`src/rtl/ps2_key_state.sv`:
```
// PS/2 scan-code decoder: tracks make/break and E0-extended prefixes and keeps
// registered held-key bitmaps for two players plus the last received byte.
module ps2_key_state #(
    parameter int unsigned PREFIX_TIMEOUT = 25000,
    parameter int unsigned TO_W           = 15
) (
    input  logic       Master_Clock_In,
    input  logic       Reset_N_In,
    input  logic [7:0] Scan_Code_In,
    input  logic       Scan_Valid_In,
    output logic [4:0] p1keys,
    output logic [4:0] p2keys,
    output logic [7:0] Last_Code_Out,
    output logic       Prefix_Drop_Out
);

    localparam int unsigned KEY_W = 5;

    typedef enum logic [1:0] {
        IDLE    = 2'd0,
        BRK     = 2'd1,
        EXT     = 2'd2,
        EXT_BRK = 2'd3
    } state_t;

    state_t            state, state_nxt;
    logic [TO_W-1:0]   to_cnt, to_cnt_nxt;
    logic [KEY_W-1:0]  p1_nxt, p2_nxt;
    logic [KEY_W-1:0]  norm_p1, norm_p2, ext_p2;
    logic [7:0]        last_nxt;
    logic              drop_nxt;
    logic              expire;

    // Key map: one-hot bit per player, normal and extended contexts kept apart
    always_comb begin
        norm_p1 = '0;
        norm_p2 = '0;
        ext_p2  = '0;
        case (Scan_Code_In)
            8'h1D:   norm_p1 = 5'b00001;
            8'h1C:   norm_p1 = 5'b00010;
            8'h23:   norm_p1 = 5'b00100;
            8'h1B:   norm_p1 = 5'b01000;
            8'h29:   norm_p1 = 5'b10000;
            8'h5A:   norm_p2 = 5'b10000;
            default: ;
        endcase
        case (Scan_Code_In)
            8'h75:   ext_p2 = 5'b00001;
            8'h6B:   ext_p2 = 5'b00010;
            8'h74:   ext_p2 = 5'b00100;
            8'h72:   ext_p2 = 5'b01000;
            default: ;
        endcase
    end

    assign expire = (state != IDLE) && (to_cnt == TO_W'(PREFIX_TIMEOUT));

    // Next-state, bitmap update and prefix timeout
    always_comb begin
        state_nxt  = state;
        to_cnt_nxt = to_cnt;
        p1_nxt     = p1keys;
        p2_nxt     = p2keys;
        last_nxt   = Last_Code_Out;
        drop_nxt   = 1'b0;

        if (Scan_Valid_In) begin
            last_nxt   = Scan_Code_In;
            to_cnt_nxt = '0;
            if (Scan_Code_In == 8'hAA || Scan_Code_In == 8'hFC) begin
                p1_nxt    = '0;
                p2_nxt    = '0;
                state_nxt = IDLE;
            end else if (Scan_Code_In == 8'h00 || Scan_Code_In == 8'hFF) begin
                state_nxt = IDLE;
            end else if (Scan_Code_In == 8'hE0) begin
                state_nxt = EXT;
            end else if (Scan_Code_In == 8'hF0) begin
                state_nxt = (state == EXT || state == EXT_BRK) ? EXT_BRK : BRK;
            end else begin
                state_nxt = IDLE;
                case (state)
                    IDLE: begin
                        p1_nxt = p1keys | norm_p1;
                        p2_nxt = p2keys | norm_p2;
                    end
                    BRK: begin
                        p1_nxt = p1keys & ~norm_p1;
                        p2_nxt = p2keys & ~norm_p2;
                    end
                    EXT:     p2_nxt = p2keys | ext_p2;
                    EXT_BRK: p2_nxt = p2keys & ~ext_p2;
                    default: ;
                endcase
            end
        end else if (state != IDLE) begin
            if (expire) begin
                state_nxt  = IDLE;
                drop_nxt   = 1'b1;
                to_cnt_nxt = '0;
            end else begin
                to_cnt_nxt = to_cnt + TO_W'(1);
            end
        end else begin
            to_cnt_nxt = '0;
        end
    end

    always_ff @(posedge Master_Clock_In or negedge Reset_N_In) begin
        if (!Reset_N_In) begin
            state           <= IDLE;
            to_cnt          <= '0;
            p1keys          <= '0;
            p2keys          <= '0;
            Last_Code_Out   <= 8'h00;
            Prefix_Drop_Out <= 1'b0;
        end else begin
            state           <= state_nxt;
            to_cnt          <= to_cnt_nxt;
            p1keys          <= p1_nxt;
            p2keys          <= p2_nxt;
            Last_Code_Out   <= last_nxt;
            Prefix_Drop_Out <= drop_nxt;
        end
    end

endmodule

```
`config.mk`:
```
export PLATFORM = sky130hd
export DESIGN_NAME = ps2_key_state
export DESIGN_NICKNAME = d
export VERILOG_FILES = /design/src/rtl/ps2_key_state.sv
export SDC_FILE = /design/constraint.sdc
export NUM_CORES = 1
export LEC_CHECK = 0
export CORE_ASPECT_RATIO = 1.5
export CORE_MARGIN = 4
export CORE_UTILIZATION = 57
export DETAILED_ROUTE_END_ITERATION = 16
export GPL_TIMING_DRIVEN = 0
export MAX_ROUTING_LAYER = met4
export PLACE_DENSITY = 0.81
export SYNTH_ARGS = -nofsm -noshare
export SYNTH_HDL_FRONTEND = slang
export SYNTH_SLANG_ARGS = --single-unit
```
`constraint.sdc`:
```
create_clock -name Master_Clock_In -period 3.9 [get_ports Master_Clock_In]
set_clock_uncertainty 0.2 [all_clocks]
set_input_delay 0.78 -clock Master_Clock_In [delete_from_list [all_inputs] [get_ports Master_Clock_In]]
set_output_delay 0.78 -clock Master_Clock_In [all_outputs]
set_load 0.02 [all_outputs]
```
==> results of run 1 <==
==> cells in the mapped netlist (3+ instances only) <==
library cell  count  area, µm²
clkbuf_1          8       30.0
a211oi_1          9       67.6
nand3_1          14       70.1
nor2_1           17       63.8
inv_1            12       45.0
nor4_1            3       18.8
a21oi_1           3       15.0
o22ai_1           9       56.3
xnor2_1           4       35.0
and3_1            3       18.8
nand4_1           7       43.8
nand2_1           7       26.3
or3_1             4       25.0
and4b_1           5       50.1
dfrtp_1          36        901
mux2_2            8       90.1
o21ai_0           6       30.0
xor2_1            6       52.6
==> through the flow <==
| stage | hold slack [ns] | instances | power, mW | util [%] |
|---|---|---|---|---|
| after floorplan | 0.268 | 192 | 0.493 | - |
| after global placement | 0.294 | 258 | 0.572 | 69.4 |
| after detailed placement | 0.295 | 258 | 0.574 | 69.2 |
| after CTS | 0.311 | 266 | 0.893 | 72.6 |
| after global routing | 0.320 | 266 | 0.927 | 72.6 |
| final | 0.308 | 266 | 0.886 | 72.6 |
==> worst paths after layout <==
kind / from / endpoint / slack [ns] / depth (start not counted)
hold reg to reg: to_cnt[0] / to_cnt[0] / 0.31 / 1
min in group asynchronous: Reset_N_In / p2keys[3] / 0.37 / 1
max in group asynchronous: Reset_N_In / p2keys[1] / 2.65 / 1
hold / removal: to_cnt[0] / to_cnt[0] / 0.31 / 1
setup reg to reg: to_cnt[6] / to_cnt[8] / 1.68 / 5
setup / recovery: Scan_Code_In[5] / p1keys[4] / 1.24 / 6
==> cell families after synthesis <==
group	after synthesis	synth area share [%]
AND/OR/NAND/NOR	81	26.0
multiplexers	8	4.73
XOR/XNOR	10	4.60
adder cells (fa/ha/maj)	2	1.31
flip-flops	36	47.3
AO/OA/AOI/OAI	32	10.7
buffers and inverters	23	5.26
==> cell usage in the layout (no fill, tap or decap), drive strengths merged <==
master / count
a211oi: 9
a21boi: 1
a21oi: 3
and2: 1
and3: 3
and3b: 1
and4b: 5
buf: 4
bufinv: 1
clkbuf: 14
clkdlybuf4s50: 25
clkinv: 1
dfrtp: 36
ha: 2
inv: 12
mux2: 8
nand2: 8
nand3: 14
nand3b: 2
nand4: 7
nand4b: 2
nand4bb: 1
nor2: 17
nor2b: 2
nor3: 1
nor3b: 1
nor4: 3
nor4b: 2
nor4bb: 2
o211ai: 1
o21ai: 7
o22ai: 9
o31ai: 2
or3: 4
or4: 3
or4b: 2
xnor2: 4
xor2: 6
==> critical path, stage by stage <==
cell	delay [ns]
clkdlybuf4s50_1	0.46
clkbuf_1	0.33
nor4b_1	0.49
nand4b_1	0.19
a211oi_1	0.26
o22ai_1	0.11
==> registers in the layout, summed over array words and instances (netlist names) <==
signal           count
Last_Code_Out        8
Prefix_Drop_Out      1
p1keys               5
p2keys               5
state                2
to_cnt              15
==> area by class of cell <==
| type | instances | area [µm²] | area share [%] |
|---|---|---|---|
| multi-input cells | 133 | 902 | 39.0 |
| flip-flops and latches | 36 | 901 | 38.9 |
| repair buffers | 26 | 255 | 11.0 |
| clock buffers | 6 | 72.6 | 3.13 |
| plain buffers | 11 | 55.1 | 2.38 |
| well taps | 40 | 50.0 | 2.16 |
| inverters | 12 | 45.0 | 1.94 |
| clock inverters | 2 | 35.0 | 1.51 |
==> routing by layer <==
metal / track usage (%) / share of wire [%] / routed length [µm] / vias up
li1: - / - / - / 769
met2: 39.0 / 52 / 2210 / 67
met3: 4.88 / 4.8 / 205 / 8
met5: - / 0 / 0 / -
met4: 9.49 / 1.4 / 59 / 0
met1: 27.0 / 42 / 1780 / 801
==> where the power goes <==
group / total, mW / internal (mW) / switching, mW
Sequential: 0.412 / 0.398 / 0.0135
Combinational: 0.154 / 0.0712 / 0.0825
Clock: 0.320 / 0.190 / 0.130
Total: 0.886 / 0.659 / 0.226
==> flow_summary_export.csv, run 1 <==
group,metric,value,unit
synthesis,synth_ff_type,"dfrtp_1",
sta,setup_tns,0,ns
routing,drt_first_pass_iters,4,
cts,clock_latency,0.29,ns
cells_and_area,layout.nets,238,
floorplan,rows,25,
sta,rsz0062_at_grt,"false",
power,vdd_drop_max,0.410,mV
global_routing,antenna_found_initial,0,
sta,fmax,376,MHz
floorplan,die_y,78.8,µm
synthesis,synthArstFlopShare,100,%
cells_and_area,n_antenna_cell,0,
sta,worst_slack,1.24,ns
worst_setup_path,cp_max_fo,10,
cells_and_area,area_growth,21.7,%
synthesis,ys_ff_latch,36,
worst_setup_path,worst_setup_path_end_kind,"register",
cts,post_cts_resized,0,
floorplan,die_area,4350,µm²
cts,post_cts_buffers,0,
placed_design,io_buffers,26,
placed_design,hpwl,3110,µm
min_path,hp-class,"reg2reg",
placed_design,placedInstanceArea,2210,µm²
routing,vias,1645,
sta,post-route-min-period,2.66,ns
sta,maxSlewHeadroom,48.7,%
floorplan,fp.dieW,55.2,µm
routing,drc,0,
routing,drt-initial-drc-count,51,
cells_and_area,layout-drive-gt1-share,9.29,%
routing,via_per_inst,6.18,
sta,final_hold_viol_count,0,
sta,fin_crit_sh,68.1,%
synthesis,synth_cells,192,
worst_setup_path,criticalPathCategory,"in2reg",
outcome,status,"complete, no violations",
sta,finalSetupViolations,0,
worst_setup_path,arrival,2.62,ns
synthesis,synthDistinctLibCells,39,
cts,ctsHtreeMaxLevel,2,
cts,cts-buffers-inserted,5,
floorplan,ios,30,
global_routing,grt_usage,23.6,%
cts,cts_root_buf,"clkbuf_8",
synthesis,syn_area,1900,µm²
routing,wire_per_inst,16.0,µm
synthesis,synth_edf_count,0,
placed_design,place_congestion,0.908,
job,cap_violations,0,
synthesis,synth_area_per_cell,9.91,µm²
cells_and_area,fillers,264,
cells_and_area,stdcell_area,2320,µm²
floorplan,start_util,59.6,%
cts,hold_buffers,0,
worst_setup_path,required,3.86,ns
placed_design,place_ws,0.983,ns
global_routing,grt_pass1_wl,7390,µm
power,powerDensity,382,nW/µm²
global_routing,overflow,0,
power,p_leak,0.931,nW
synthesis,synth_nets,205,
worst_setup_path,startpoint_type,"input port",
sta,tightest_slew,0.770,ns
global_routing,grt_pass1_vias,1662,
synthesis,seq_area_frac_synth,47.3,%
routing,antenna_left,0,
synthesis,yosys_warnings,0,
floorplan,coreArea,3190,µm²
cts,cts.sinks,36,
cts,clk_pin_slew,0.07,ns
cts,cts_tree,"built",
cts,cts_buffer_depth,2,
routing,routed_wl,4250,µm
sta,drv_slew,0,
global_routing,grt_max_degree,37,
No activity file was read; power rests on OpenSTA's default activity.
==> run 2, diff against run 1 <==
--- a/config.mk
+++ b/config.mk
@@ -7,11 +7,11 @@
 export LEC_CHECK = 0
 export CORE_ASPECT_RATIO = 1.5
 export CORE_MARGIN = 4
-export CORE_UTILIZATION = 57
+export CORE_UTILIZATION = 53
 export DETAILED_ROUTE_END_ITERATION = 16
 export GPL_TIMING_DRIVEN = 0
 export MAX_ROUTING_LAYER = met4
-export PLACE_DENSITY = 0.81
+export PLACE_DENSITY = 0.76
 export SYNTH_ARGS = -nofsm -noshare
 export SYNTH_HDL_FRONTEND = slang
 export SYNTH_SLANG_ARGS = --single-unit
==> constraint.sdc (replaced) <==
create_clock -name Master_Clock_In -period 2.64 [get_ports Master_Clock_In]
set_clock_uncertainty 0.2 [all_clocks]
set_input_delay 0.528 -clock Master_Clock_In [delete_from_list [all_inputs] [get_ports Master_Clock_In]]
set_output_delay 0.528 -clock Master_Clock_In [all_outputs]
set_load 0.02 [all_outputs]
==> run 2 against run 1 <==
Final cell count increased by 0.75%. Largest cell class unchanged. Die area increased by 6.6%. Flip-flop and latch count unchanged. Largest power group unchanged. Highest routed layer unchanged. Power increased by 48%. Critical path type unchanged. Register-to-register slack got worse by 1.2 ns. Critical endpoint unchanged.
==> flow_summary_export.csv, run 2 (synthesized netlist as in run 1, its figures left out) <==
group,metric,value,unit
routing,antenna_left,0,
placed_design,place_congestion,0.862,
sta,finalSetupViolations,0,
cts,cts-buffers-inserted,5,
cts,cts_buffer_depth,2,
routing,via_per_inst,6.01,
cts,post_cts_buffers,0,
sta,setup_tns,0,ns
power,total_power,1.31,mW
worst_setup_path,criticalPathCategory,"in2reg",
cells_and_area,n_antenna_cell,0,
cells_and_area,layout.nets,238,
sta,tightest_slew,0.756,ns
routing,routed_wl,4030,µm
cells_and_area,layout_common_cells,"dfrtp_1, clkdlybuf4s50_1, nor2_1",
floorplan,die_area,4630,µm²
cts,hold_buffers,0,
global_routing,grt_pass1_wl,7150,µm
cells_and_area,top_regs,"to_cnt: 15 flops, Last_Code_Out: 8 flops",
cts,cts_tree,"built",
cells_and_area,final_common_cell,"dfrtp_1",
outcome,status,"complete, no violations",
routing,drc,0,
power,powerDensity,565,nW/µm²
global_routing,grt_max_degree,37,
cells_and_area,top_register,"to_cnt",
worst_setup_path,required,2.60,ns
global_routing,overflow,0,
cts,ctsHtreeMaxLevel,2,
job,cap_violations,0,
floorplan,rows,26,
sta,final_hold_viol_count,0,
cts,post_cts_resized,0,
sta,fmax,400,MHz
power,p_leak,0.930,nW
worst_setup_path,worst_setup_path_end_kind,"register",
floorplan,fp.dieW,56.9,µm
cells_and_area,layout-drive-gt1-share,9.73,%
floorplan,die_y,81.4,µm
global_routing,grt_usage,20.4,%
sta,post-route-min-period,2.50,ns
worst_setup_path,arrival,2.46,ns
cts,cts.sinks,36,
worst_setup_path,cp_max_fo,10,
global_routing,antenna_found_initial,0,
power,vdd_drop_max,0.475,mV
placed_design,hpwl,2960,µm
placed_design,dp.cells,260,
cells_and_area,stdcell_count,268,
floorplan,start_util,55.2,%
cells_and_area,area_growth,22.0,%
placed_design,io_buffers,26,
floorplan,coreArea,3450,µm²
routing,wire_per_inst,15.0,µm
sta,drv_slew,0,
sta,rsz0062_at_grt,"false",
min_path,hp-class,"in2async",
worst_setup_path,startpoint_type,"input port",
routing,drt_first_pass_iters,4,
cells_and_area,fillers,291,
sta,maxSlewHeadroom,49.6,%
global_routing,grt_pass1_vias,1578,
cts,cts_root_buf,"clkbuf_8",
cts,clock_latency,0.28,ns
cts,clk_pin_slew,0.07,ns
cells_and_area,largest_reg_flops,15,
routing,drt-initial-drc-count,55,
sta,fin_crit_sh,94.6,%
routing,vias,1612,
floorplan,ios,30,
[run 2: cell count changes in the layout (fill, tap and decap cells not counted), sizes merged]
cell      previous run  this run
clkbuf              14        13
clkinvlp             0         1
[run 2: critical path, stage by stage]
cell and delay (ns):
clkdlybuf4s50_1 0.46, clkbuf_1 0.31, nor4b_1 0.48, nand4b_1 0.23
a211oi_1 0.31, o22ai_1 0.12
[run 2: path summary, 6_finish.rpt]
kind / from / to / slack, ns / cells past startpoint
max: Scan_Code_In[5] / p1keys[4] / 0.14 / 6
min: Reset_N_In / p1keys[3] / 0.11 / 1
max in group asynchronous: Reset_N_In / Last_Code_Out[6] / 1.65 / 1
max reg2reg: to_cnt[6] / to_cnt[10] / 0.45 / 5
min in group Master_Clock_In: to_cnt[0] / to_cnt[0] / 0.31 / 1
min reg2reg: to_cnt[0] / to_cnt[0] / 0.31 / 1
[run 2: per-layer routing]
layer / vias up / share of wire [%] / global-route usage [%]
li1: 773 / - / -
met3: 4 / 5.8 / 5.41
met4: 0 / 1.5 / 7.42
met2: 59 / 49 / 31.7
met1: 776 / 44 / 25.6
met5: - / 0 / -
[run 2: where the power goes]
group | internal [mW] | leakage [nW] | switching (mW)
clock | 0.279 | 0.0541 | 0.199
combinational | 0.105 | 0.432 | 0.121
sequential | 0.589 | 0.444 | 0.0195
total | 0.973 | 0.930 | 0.339
[run 2: cell type report]
type | count | area (µm²) | share of cell area [%]
Sequential cell | 36 | 901 | 38.8
Clock inverter | 3 | 42.5 | 1.83
Timing Repair Buffer | 26 | 255 | 11.0
Tap cell | 42 | 52.6 | 2.26
Multi-Input combinational cell | 133 | 902 | 38.8
Inverter | 12 | 45.0 | 1.94
Buffer | 11 | 55.1 | 2.37
Clock buffer | 5 | 68.8 | 2.96
[run 2: stage by stage]
step                instance area [µm²]  setup WS (ns)  util [%]  hold slack, ns
floorplan                          1900          0.586         -          0.0324
global placement                   2220         0.0152      64.3           0.294
detailed placement                 2210        -0.0644      64.1           0.296
CTS                                2320          0.173      67.3           0.144
global route                       2320         0.0789      67.3           0.184
finish                             2320          0.142      67.3           0.110
==> run 3, diff against run 2 <==
--- a/config.mk
+++ b/config.mk
@@ -8,6 +8,7 @@
 export CORE_ASPECT_RATIO = 1.5
 export CORE_MARGIN = 4
 export CORE_UTILIZATION = 53
+export CTS_CLUSTER_DIAMETER = 60
 export DETAILED_ROUTE_END_ITERATION = 16
 export GPL_TIMING_DRIVEN = 0
 export MAX_ROUTING_LAYER = met4
==> results of run 3 <==
The final DEF is identical to that of run 2; final timing and power are the same.
